## config.mk

```make
export PLATFORM = sky130hd
export DESIGN_NAME = demux1x8_deser_with_en_flat
export DESIGN_NICKNAME = d
export VERILOG_FILES = /design/src/rtl/demux1x8_deser_with_en_pkg.sv /design/src/rtl/demux1x8_deser_with_en_if.sv /design/src/rtl/demux1x8_deser_with_en_sel_cnt.sv /design/src/rtl/demux1x8_deser_with_en.sv /design/src/flat_wrapper.sv
export SDC_FILE = /design/constraint.sdc
export NUM_CORES = 1
export LEC_CHECK = 0
export BUFFER_PORTS_ARGS = -buffer_cell sky130_fd_sc_hd__clkbuf_2
export CORE_UTILIZATION = 56
export DETAILED_ROUTE_END_ITERATION = 10
export PLACE_DENSITY = 0.88
export SLEW_MARGIN = 20
export SYNTH_ARGS = -nofsm -noshare
export SYNTH_HDL_FRONTEND = slang
export SYNTH_SLANG_ARGS = --single-unit
```

## constraint.sdc

```tcl
create_clock -name clk -period 2.4 [get_ports clk]
set_input_delay 0.12 -clock clk [delete_from_list [all_inputs] [get_ports clk]]
set_output_delay 0.12 -clock clk [all_outputs]
set_load 0.03 [all_outputs]
```

## src/rtl/demux1x8_deser_with_en_pkg.sv

```systemverilog
// demux1x8_deser_with_en_pkg: shared state encoding, default width and select-width helper
package demux1x8_deser_with_en_pkg;
  typedef enum logic [0:0] {IDLE = 1'b0, FILL = 1'b1} state_e;
  localparam int DEF_N = 8;
  function automatic int sel_w(input int n);
    return (n < 2) ? 1 : $clog2(n);
  endfunction
endpackage

```

## src/rtl/demux1x8_deser_with_en_if.sv

```systemverilog
// demux1x8_deser_with_en_if: serial input and deserialised output bundle
interface demux1x8_deser_with_en_if
  import demux1x8_deser_with_en_pkg::*;
#(parameter int N = DEF_N);
  localparam int SEL_W = sel_w(N);
  logic en;
  logic din_vld;
  logic sof;
  logic datain;
  logic [N-1:0] dataout;
  logic [N-1:0] word_out;
  logic word_vld;
  logic [SEL_W-1:0] sel;
  logic busy;
  modport master (output en, din_vld, sof, datain, input dataout, word_out, word_vld, sel, busy);
  modport slave (input en, din_vld, sof, datain, output dataout, word_out, word_vld, sel, busy);
endinterface

```

## src/rtl/demux1x8_deser_with_en_sel_cnt.sv

```systemverilog
// demux1x8_deser_with_en_sel_cnt: bit-position counter with clear, load-to-1 and increment
module demux1x8_deser_with_en_sel_cnt #(
  parameter int N = 8,
  parameter int SEL_W = 3
) (
  input  logic clk,
  input  logic rst_n,
  input  logic inc_i,
  input  logic load1_i,
  input  logic clr_i,
  output logic [SEL_W-1:0] sel_o,
  output logic tc_o
);
  logic [SEL_W-1:0] sel_q, sel_d;
  // N is a power of two, so the increment past N-1 wraps to 0 by itself
  assign sel_d = clr_i ? '0 : load1_i ? SEL_W'(1) : inc_i ? sel_q + SEL_W'(1) : sel_q;
  always_ff @(posedge clk or negedge rst_n) begin
    if (!rst_n) sel_q <= '0;
    else sel_q <= sel_d;
  end
  assign sel_o = sel_q;
  assign tc_o = sel_q == SEL_W'(N - 1);
endmodule

```

## src/rtl/demux1x8_deser_with_en.sv

```systemverilog
// demux1x8_deser_with_en: registered 1-to-N demux/deserialiser with active-low enable
module demux1x8_deser_with_en
  import demux1x8_deser_with_en_pkg::*;
#(parameter int N = DEF_N) (
  input logic clk,
  input logic rst_n,
  demux1x8_deser_with_en_if.slave bus
);
  localparam int SEL_W = sel_w(N);
  localparam logic [0:0] S_IDLE = 1'(IDLE);
  localparam logic [0:0] S_FILL = 1'(FILL);
  logic [0:0] state_q, state_d;
  logic [N-1:0] data_q, data_d, word_q, word_d;
  logic vld_q, vld_d;
  logic cap, load1, inc, tc;
  logic [SEL_W-1:0] sel;
  assign cap = !bus.en && bus.din_vld;
  // a capture in IDLE and an sof in FILL both restart the frame at bit 0
  assign load1 = cap && (state_q == S_IDLE || bus.sof);
  assign inc = cap && state_q == S_FILL && !bus.sof;
  demux1x8_deser_with_en_sel_cnt #(.N(N), .SEL_W(SEL_W)) u_sel_cnt (
    .clk(clk),
    .rst_n(rst_n),
    .inc_i(inc),
    .load1_i(load1),
    .clr_i(bus.en),
    .sel_o(sel),
    .tc_o(tc)
  );
  always_comb begin
    data_d = data_q;
    word_d = word_q;
    vld_d = 1'b0;
    state_d = state_q;
    if (bus.en) begin
      data_d = '0;
      state_d = S_IDLE;
    end else if (load1) begin
      data_d = N'(bus.datain);
      state_d = S_FILL;
    end else if (inc) begin
      data_d[sel] = bus.datain;
      if (tc) begin
        word_d = data_d;
        vld_d = 1'b1;
        data_d = '0;
        state_d = S_IDLE;
      end
    end
  end
  always_ff @(posedge clk or negedge rst_n) begin
    if (!rst_n) begin
      state_q <= S_IDLE;
      data_q <= '0;
      word_q <= '0;
      vld_q <= 1'b0;
    end else begin
      state_q <= state_d;
      data_q <= data_d;
      word_q <= word_d;
      vld_q <= vld_d;
    end
  end
  assign bus.dataout = bus.en ? '0 : data_q;
  assign bus.word_out = word_q;
  assign bus.word_vld = vld_q;
  assign bus.sel = sel;
  assign bus.busy = state_q == S_FILL;
endmodule

```

## src/flat_wrapper.sv

```systemverilog
// flat-port wrapper written by rule: the top's interface ports become plain ports
module demux1x8_deser_with_en_flat import demux1x8_deser_with_en_pkg::*;
#(parameter int N = DEF_N)
  (clk, rst_n, bus_en, bus_din_vld, bus_sof, bus_datain, bus_dataout, bus_word_out, bus_word_vld, bus_sel, bus_busy);
  demux1x8_deser_with_en_if #(.N(N)) bus_i ();
  input logic clk;
  input logic rst_n;
  input wire logic [$bits(bus_i.en)-1:0] bus_en;
  input wire logic [$bits(bus_i.din_vld)-1:0] bus_din_vld;
  input wire logic [$bits(bus_i.sof)-1:0] bus_sof;
  input wire logic [$bits(bus_i.datain)-1:0] bus_datain;
  output wire logic [$bits(bus_i.dataout)-1:0] bus_dataout;
  output wire logic [$bits(bus_i.word_out)-1:0] bus_word_out;
  output wire logic [$bits(bus_i.word_vld)-1:0] bus_word_vld;
  output wire logic [$bits(bus_i.sel)-1:0] bus_sel;
  output wire logic [$bits(bus_i.busy)-1:0] bus_busy;
  assign bus_i.en = bus_en;
  assign bus_i.din_vld = bus_din_vld;
  assign bus_i.sof = bus_sof;
  assign bus_i.datain = bus_datain;
  assign bus_dataout = bus_i.dataout;
  assign bus_word_out = bus_i.word_out;
  assign bus_word_vld = bus_i.word_vld;
  assign bus_sel = bus_i.sel;
  assign bus_busy = bus_i.busy;
  demux1x8_deser_with_en #(.N(N)) u_core (.clk(clk), .rst_n(rst_n), .bus(bus_i));
endmodule
```

==> results.md, run 1 <==
* Post-Syn Area at 1140 um^2
* Period minus WS final at 1.62 ns
* Critical Path AT at 1.85 ns
* Rel. slew slack at 66.3%
* CTS tree: done
* RSZ-0062 raised after global routing: false
* Hold Worst Slack at 0.185 ns
* Pin count of the biggest net entering global routing at 22
* Clk buf depth at 2
* Detailed-route DRC error count at 0
* Post-Synth Simple-Gate Area at around a fifth
* DIE WIDTH at 47.2 um
* Die footprint at between 2000 and 2500 um^2
* Netlist cell types at 30
* Total track usage at approximately 22%
* DPL Wire Length at 1.55 mm
* Fin. Hold Viols at 0
* Sink Count at 21
* Die Y at between 40 and 50 um
* Core ar. at roughly 1800 um^2
* DRT Pass-1 Iters at 4
* DRT iter0 DRCs at 18
* Max Cap Viol at 0
* Remaining global-route overflow at 0
* Yosys reg bits at 21
* Layout cells sized above 1 at 27.7%
* Worst hold path class: primary input to register
* Diode count at 0
* Most frequent cell after synthesis: dfrtp_1
* Mapped Nets at 115
* CP bufs+invs at 0
* H-tree depth at 1
* Critical Path RT at about 2.6 ns
* CP peak stage delay at between 0.6 and 0.7 ns
* Global-route wire length before repair at 3.33 mm
* I/O Pins at 27
* Via count at 865
* Compound-Gate Fraction of Synth Area at 10.2%
* Syn Inst Count at 106
* Synthesized area per cell at 10.8 um^2
* Root Buffer: clkbuf_4
* Kind of cell adding the most delay to the critical path: flip-flops
* CTS Hold Bufs at 1
* Ranking of synthesized cells by area: dfrtp_1 46%, mux2i_1 12%, nor2b_1 3.8%
* Area leader, netlist: dfrtp_1
* Fin crit share at 67.7%
* Leak Pwr at between 0.6 and 0.7 nW
* Setup Skew at 0.00363 ns
* Routed Antenna Nets at 0
* Antenna violations before repair at 0
* Routability cong. at 0.753
* Nets@finish at 140
* Via density per instance at 5.58
* Final setup violation count at 0
* Synth Area in Adders at 3.28%
* CP Max Fanout at 13
* Startpoint types: register
* F_max at 616 MHz
* Fin Setup TNS at 0 ns
* Register area share after synthesis at 45.9%
* Average wire per standard cell at 14.0 um
* Pwr per Cell Area at 456 nW/um^2
* Mux cell area share after synthesis at 12.2%
* Warnings from Yosys at 0
* Main flop type after synthesis: dfrtp_1
* Post-CTS Setup Repair Bufs at 0
* Largest family of logic cells by synthesized area: simple AND/OR/NAND/NOR gates
* Row cnt at 15
* Number of port buffers at 26
* Post-synthesis xor/xnor area fraction at 0%
* Number of synthesized flops with an enable pin at 0
* Async SR Flop Fraction at 100%
* Post-synth top cells: 21 x dfrtp_1, 14 x mux2i_1, 9 x inv_1
* Pin slew with the least headroom to its limit at just over 0.5 ns
* Clk Latency, worst-skew pair at 0.30 ns
* Slowest CP cell: dfrtp_1
* Synthesis-to-finish area growth at 12.8%
* Top-area cell type share of the netlist area at 45.9%
* Status: finished, final reports clean
* Starting Density at 62.9%
* Worst-path cell chain: ha_1, ha_1, and2_4, mux2i_1
* CTS buffer count at 3
* Critical Path End Type: register
* CP Class: register to register
* Layout filler cell count at 150
* Vias in the first global route at 750
* Max-slew violation count at 0
* Clock Pin Slew Worst Setup and Hold Paths at around 0.11 ns
* Worst vdd ir at 408 uV
* Routed WL at 2.17 mm
* CTS resizes at 0
* Most frequent CP cell: ha_1
final timing paths:
path	start	to	slack (ns)	cells past startpoint
worst max-delay path	u_core.u_sel_cnt.sel_o[0]	u_core.bus.word_out[4]	0.78	4
worst min-delay path	bus_din_vld	u_core.u_sel_cnt.sel_o[0]	0.18	2
worst max register to register	u_core.u_sel_cnt.sel_o[0]	u_core.bus.word_out[4]	0.78	4
worst min register to register	u_core.data_q[4]	u_core.data_q[4]	0.52	2
max in group asynchronous	rst_n	u_core.bus.word_out[2]	1.75	2
min in group asynchronous	rst_n	u_core.bus.word_vld	0.32	2
logic make-up after synthesis:
family / after synthesis
muxes: 14
adders and majority gates: 3
DFF: 21
and+or+nand+nor: 35
buffers and inverters: 16
AOI/OAI and AO/OA: 17
metal layers:
layer	GRT usage [%]	up-vias	wire length, um
met2	36.4	34	1120
met1	28.8	417	916
met4	9.71	0	31
met5	0	-	0
li1	-	410	-
met3	4.23	4	106
per-stage QoR:
stage	power [W]	instances	util [%]	setup slack (ns)	area, um^2
3_5_place_dp	0.000427	150	68.9	0.815	1250
3_3_place_gp	0.000425	150	68.9	0.914	1250
6_report	0.000588	155	70.9	0.776	1290
4_1_cts	0.000591	155	70.9	0.768	1290
5_1_grt	0.000617	155	70.9	0.684	1290
2_1_floorplan	0.000408	106	-	0.948	1140
report_power, final:
part | internal, W | switching, W | leakage, nW
combinational | 0.0000197 | 0.0000354 | 0.378
sequential | 0.000358 | 0.00000820 | 0.248
clock | 0.0000647 | 0.000103 | 0.0150
registers in the layout, indices dropped and copies added (netlist names):
signal                  flops
u_core.data_q               8
u_core.bus.word_vld         1
u_core.u_sel_cnt.sel_o      3
u_core.bus.busy             1
u_core.bus.word_out         8
area by class of cell:
type / instances / area [um^2] / share of cell area [%]
clock buffer: 4 / 26.3 / 2.03
timing repair buffer: 27 / 140 / 10.9
multi-input combinational: 69 / 534 / 41.4
tap: 25 / 31.3 / 2.42
inverter: 9 / 33.8 / 2.62
sequential: 21 / 526 / 40.7
placed cells by master, fill, tap and decap left out:
master / instances
nand2_1: 7
dlygate4sd3_1: 1
nand3b_1: 3
o21ai_0: 5
o21bai_1: 1
a311oi_1: 1
clkbuf_1: 1
nor4b_4: 1
nand2b_1: 4
nor2_1: 3
and2_4: 1
dfrtp_1: 21
o211ai_2: 1
a311oi_2: 1
and4bb_4: 1
clkbuf_4: 3
ha_1: 3
o21ai_1: 3
inv_1: 9
a21oi_1: 2
o31a_1: 1
mux2i_1: 14
o211ai_1: 1
and2b_1: 2
a31oi_1: 1
nand3_1: 3
clkbuf_2: 26
nor3b_2: 2
nor2b_1: 7
nor3b_1: 1
No activity file was read; power rests on OpenSTA's default activity.
==> inputs of run 2 (changes only) <==
- CORE_UTILIZATION: 56 -> 47
- PLACE_DENSITY: 0.88 -> 0.79
- clock period: 2.4 -> 1.4 ns (I/O delays scaled with it)
==> run 2 against run 1 <==
  * Final area up 5.5%
  * First-iteration DRC count down 22%
  * Flip-flop and latch count unchanged
  * Largest power group unchanged
  * Die area up 18%
  * Critical path type unchanged
  * Sequential power is 70% higher
  * Power up 75%
  * Critical path depth unchanged
  * Cell count increased by 5.2%
==> results.md, run 2 (synthesis results as in run 1) <==
* Fin crit share at 96.1%
* Vias in the first global route at 851
* Total power at 0.00103 W
* Worst-path cell chain: ha_2, ha_2, and2_4, mux2i_2
* Row cnt at 17
* Kind of cell adding the most delay to the critical path: flip-flops
* Placed insts at 157
* CP Max Fanout at 9
* DIE WIDTH at 51.4 um
* F_max at 743 MHz
* I/O Pins at 27
* Pin slew with the least headroom to its limit at 0.525 ns
* DRT iter0 DRCs at 14
* CP Class: register to register
* Average wire per standard cell at between 10 and 15 um
* Nets@finish at 145
* Starting Density at 50.8%
* DRT Pass-1 Iters at 4
* CTS buffer count at 3
* Diode count at 0
* Startpoint types: register
* Max-slew violation count at 0
* Layout filler cell count at 202
* Critical Path End Type: register
* Via density per instance at 5.25
* Routed Antenna Nets at 0
* Util after Layout at roughly three fifths
* Max Cap Viol at 0
* Leak Pwr at ~0.66 nW
* Critical Path AT at 1.58 ns
* Critical Path RT at around 1.6 ns
* Clock Pin Slew Worst Setup and Hold Paths at around 0.12 ns
* Die footprint at 2640 um^2
* Rel. slew slack at approximately two thirds
* Pwr per Cell Area at 756 nW/um^2
* CP bufs+invs at 0
* Sink Count at 21
* Global-route wire length before repair at 3.75 mm
* Commonest non-fill, non-tap cell in the layout: clkbuf_2
* Core ar. at 2250 um^2
* Slack of the worst reg-to-reg path at 0.05 ns
* Routed WL at 2.23 mm
* Number of port buffers at 26
* Slowest CP cell: dfrtp_2
* Cell Count, Final, Fillers Out at between 150 and 200
* Setup Skew at 0.00387 ns
* Clk buf depth at 2
* Worst vdd ir at roughly 470 uV
* Final setup violation count at 0
* Detailed-route DRC error count at 0
* Root Buffer: clkbuf_4
* Total track usage at a little under a fifth
* Antenna violations before repair at 0
* CP peak stage delay at 0.42 ns
* Period minus WS final at between 1 and 1.5 ns
* Via count at 855
* CTS tree: done
* Highest-count cells in the layout ignoring fill and taps: 26 x clkbuf_2, 18 x dfrtp_1, 13 x mux2i_1
* Status: finished, final reports clean
* Worst hold path class: primary input to register
* Fin. Hold Viols at 0
* Layout cells sized above 1 at between 30% and 40%
* Clk Latency, worst-skew pair at 0.30 ns
* H-tree depth at 1
* Synthesis-to-finish area growth at 19.0%
* Routability cong. at around 0.8
* Most frequent CP cell: ha_2
* DPL Wire Length at 1.55 mm
* Pin count of the biggest net entering global routing at 22
* Remaining global-route overflow at 0
* Die Y at 51.4 um
run 2: cell count changes in the layout (fill, tap and decap cells not counted), sizes merged:
cell,change
clkbuf,-1
buf,+5
clkinv,+1
run 2: path summary, 6_finish.rpt:
check,from,end,cells after the start
worst min register to register,u_core.bus.word_out[1],u_core.bus.word_out[1],2
max in group asynchronous,rst_n,u_core.u_sel_cnt.sel_o[2],2
worst max register to register,u_core.u_sel_cnt.sel_o[0],u_core.bus.word_out[7],4
min in group asynchronous,rst_n,u_core.bus.word_out[7],2
worst min-delay path,bus_en,u_core.data_q[0],3
worst max-delay path,u_core.u_sel_cnt.sel_o[0],u_core.bus.word_out[7],4
run 2: repair_timing:
action	4_1_cts	5_1_grt
resized for setup	1	8
buffers inserted	0	1
hold buffers	1	0
pin swaps	0	1
hold endpoints to repair	21	0
endpoints found under the setup margin	6	10
run 2: power by group:
| group | internal, W | switching, W |
|---|---|---|
| clock | 0.000106 | 0.000187 |
| sequential | 0.000614 | 0.00000695 |
| combinational | 0.0000454 | 0.0000712 |
| total | 0.000765 | 0.000265 |
run 2: per-stage QoR:
step / hold WS, ns / setup slack, ns / area (um^2) / TNS, ns
2_1_floorplan: -0.226 / 0.000132 / 1150 / 0
4_1_cts: 0.134 / 0.0195 / 1330 / 0
5_1_grt: 0.151 / -0.0114 / 1360 / -0.0117
3_3_place_gp: 0.0621 / 0.0803 / 1290 / 0
6_report: 0.134 / 0.0542 / 1360 / 0
3_5_place_dp: 0.0731 / 0.00232 / 1290 / 0
run 2: layer usage:
| metal | routed length (um) | GRT usage, % |
|---|---|---|
| met1 | 999 | 25.4 |
| met2 | 1150 | 32.5 |
| met3 | 84 | 2.68 |
| met4 | 0 | 4.95 |
| met5 | 0 | 0 |
run 2: final cells by class:
cell class	instances	area, um^2	area share (%)
inverter	9	33.8	2.48
tap	28	35.0	2.57
multi-input combinational	69	556	40.8
clock inverter	1	5.00	0.367
sequential	21	529	38.8
clock buffer	3	22.5	1.65
timing repair buffer	32	181	13.3
run 2: worst reg2reg max path: stages (launching register included):
cell     delay [ns]
dfrtp_2        0.42
ha_2           0.20
ha_2           0.20
and2_4         0.24
mux2i_2        0.22
==> inputs of run 3 (changes only) <==
==> constraint.sdc (replaced) <==
create_clock -name clk -period 1.4 [get_ports clk]
set_input_delay 0.21 -clock clk [delete_from_list [all_inputs] [get_ports clk]]
set_output_delay 0.21 -clock clk [all_outputs]
set_load 0.03 [all_outputs]
==> run 3 against run 2 <==
  * Wire length grew 6.2%
  * Fmax shrank 2.9%
  * Critical path depth grew 1
  * Global-route usage grew 0.67 points
  * Power grew 2.0%
  * Setup slack lost 0.040 ns
  * Largest cell class unchanged
  * Largest power group unchanged
==> results.md, run 3 (synthesis results as in run 1) <==
* Status: finished, final reports clean
* Routability cong. at around 0.8
* Clock Pin Slew Worst Setup and Hold Paths at 0.12 ns
* Setup crit start: u_core.u_sel_cnt.sel_o[0]
* Global-route wire length before repair at 3.85 mm
* Pwr per Cell Area at around 760 nW/um^2
* Synthesis-to-finish area growth at 21.3%
* Fin. Hold Viols at 0
* RR Startpoint: u_core.u_sel_cnt.sel_o[0]
* Leak Pwr at 0.681 nW
* Critical Path End Type: register
* RSZ-0062 raised after global routing: true
* Routed WL at 2.37 mm
* Worst setup endpoint: u_core.data_q[0]
* CTS buffer count at 3
* Placed insts at 159
* DPL Wire Length at roughly 1.6 mm
* Slack of the worst reg-to-reg path at 0.01 ns
* Diode count at 0
* Total track usage at 19.7%
* Highest-count cells in the layout ignoring fill and taps: 26 x clkbuf_2, 18 x dfrtp_1, 14 x mux2i_1
* Via density per instance at 5.26
* Pin count of the biggest net entering global routing at 22
* Vias in the first global route at between 800 and 900
* CP Class: register to register
* I/O Pins at 27
* Critical Path RT at 1.62 ns
* Reg2Reg Capture Point: u_core.data_q[0]
* Root Buffer: clkbuf_4
* Area post-placement at between 1000 and 1500 um^2
* F_max at about 720 MHz
* Slowest CP cell: dfrtp_2
* DRT Pass-1 Iters at 4
* Remaining global-route overflow at 0
* Period minus WS final at 1.39 ns
* Detailed-route DRC error count at 0
* Setup Skew at 0.00268 ns
* Worst path depth at 5
* Design Area, Final at 1390 um^2
* Number of port buffers at 26
* Via count at 883
* Starting Density at 50.8%
* Max-slew violation count at 0
* Critical Path AT at 1.61 ns
* Rel. slew slack at roughly two thirds
* Fin Setup TNS at 0 ns
* Die Y at about 50 um
* Nets@finish at 150
* Kind of cell adding the most delay to the critical path: flip-flops
* Pin slew with the least headroom to its limit at 0.523 ns
* Commonest non-fill, non-tap cell in the layout: clkbuf_2
* Row cnt at 17
* CP bufs+invs at 1
* H-tree depth at 1
* CP Max Fanout at 5
* Hold Worst Slack at 0.270 ns
* Final setup violation count at 0
* Layout cells sized above 1 at 37.9%
* Core ar. at 2250 um^2
* Min-delay src: bus_din_vld
* Max Cap Viol at 0
* Worst Reg-to-Reg Cells at 5
* Cell Count, Final, Fillers Out at 168
* Average wire per standard cell at 14.1 um
* Total power at 0.00105 W
* Routed Antenna Nets at 0
* CTS tree: done
* Antenna violations before repair at 0
* Die footprint at 2640 um^2
* Clk buf depth at 2
* Worst vdd ir at 377 uV
* Sink Count at 21
* Worst hold path class: primary input to register
* CP peak stage delay at 0.46 ns
* DRT iter0 DRCs at 17
* Worst-path cell chain: ha_2, ha_1, inv_1, o211ai_2, a311oi_2
* Startpoint types: register
* DIE WIDTH at 51.4 um
* Clk Latency, worst-skew pair at ~0.3 ns
* Fin crit share at 99.0%
## run 3: cell types whose count changed in the layout (fill, tap and decap cells not counted)
cell     delta
nor3b_2     -1
buf_2       +1
mux2i_2     -1
o21ai_1     +3
nor3b_1     +1
mux2i_1     +1
buf_4       +3
o21ai_0     -3
and2_2      +1
## run 3: what timing repair did
action | CTS | global route
gates resized for setup | 3 | 7
cloned | 0 | 2
pin swaps | 0 | 4
endpoints found under the hold margin | 21 | 0
setup endpoints to repair | 5 | 11
hold buffers | 1 | 0
buffers inserted | 0 | 2
## run 3: power breakdown
group          internal (W)  switching, W  leakage (nW)  total [W]
sequential         0.000614    0.00000738         0.243   0.000621
clock              0.000107      0.000195        0.0177   0.000302
combinational     0.0000529     0.0000747         0.420   0.000128
## run 3: final cells by class
type | count | area, um^2
Clock buffer | 3 | 22.5
Clock inverter | 1 | 5.00
Fill cell | 192 | 866
Multi-Input combinational cell | 70 | 554
Inverter | 9 | 33.8
Tap cell | 28 | 35.0
Timing Repair Buffer | 36 | 209
Sequential cell | 21 | 529
## run 3: routing by layer
metal  part of all wire (%)  global-route usage (%)  up-vias
met5                      0                       0        -
met4                   0.42                    5.41        0
met3                    3.5                    2.68        2
met2                     50                    32.9       21
met1                     46                    26.9      432
li1                       -                       -      428
## run 3: metrics by stage
step	utilization [%]	setup WS [ns]
after floorplan	-	0.000132
after global placement	58.0	0.0794
after detailed placement	58.0	-0.0806
after CTS	59.8	0.00328
after global routing	61.6	-0.0388
final	61.6	0.0139
## run 3: worst min path at each step
stage	endpoint	slack [ns]	depth (start not counted)
global placement	u_core.bus.word_vld	0.20	1
CTS	u_core.u_sel_cnt.sel_o[0]	0.26	3
detailed placement	u_core.bus.word_out[2]	0.21	1
floorplan	u_core.bus.busy	-0.09	0
global route	u_core.u_sel_cnt.sel_o[0]	0.29	3
finish	u_core.u_sel_cnt.sel_o[0]	0.27	3
## run 3: worst register-to-register path: stages, from the launching register on
cell and delay, ns:
dfrtp_2 0.46, ha_2 0.21, ha_1 0.20, inv_1 0.07, o211ai_2 0.09, a311oi_2 0.27
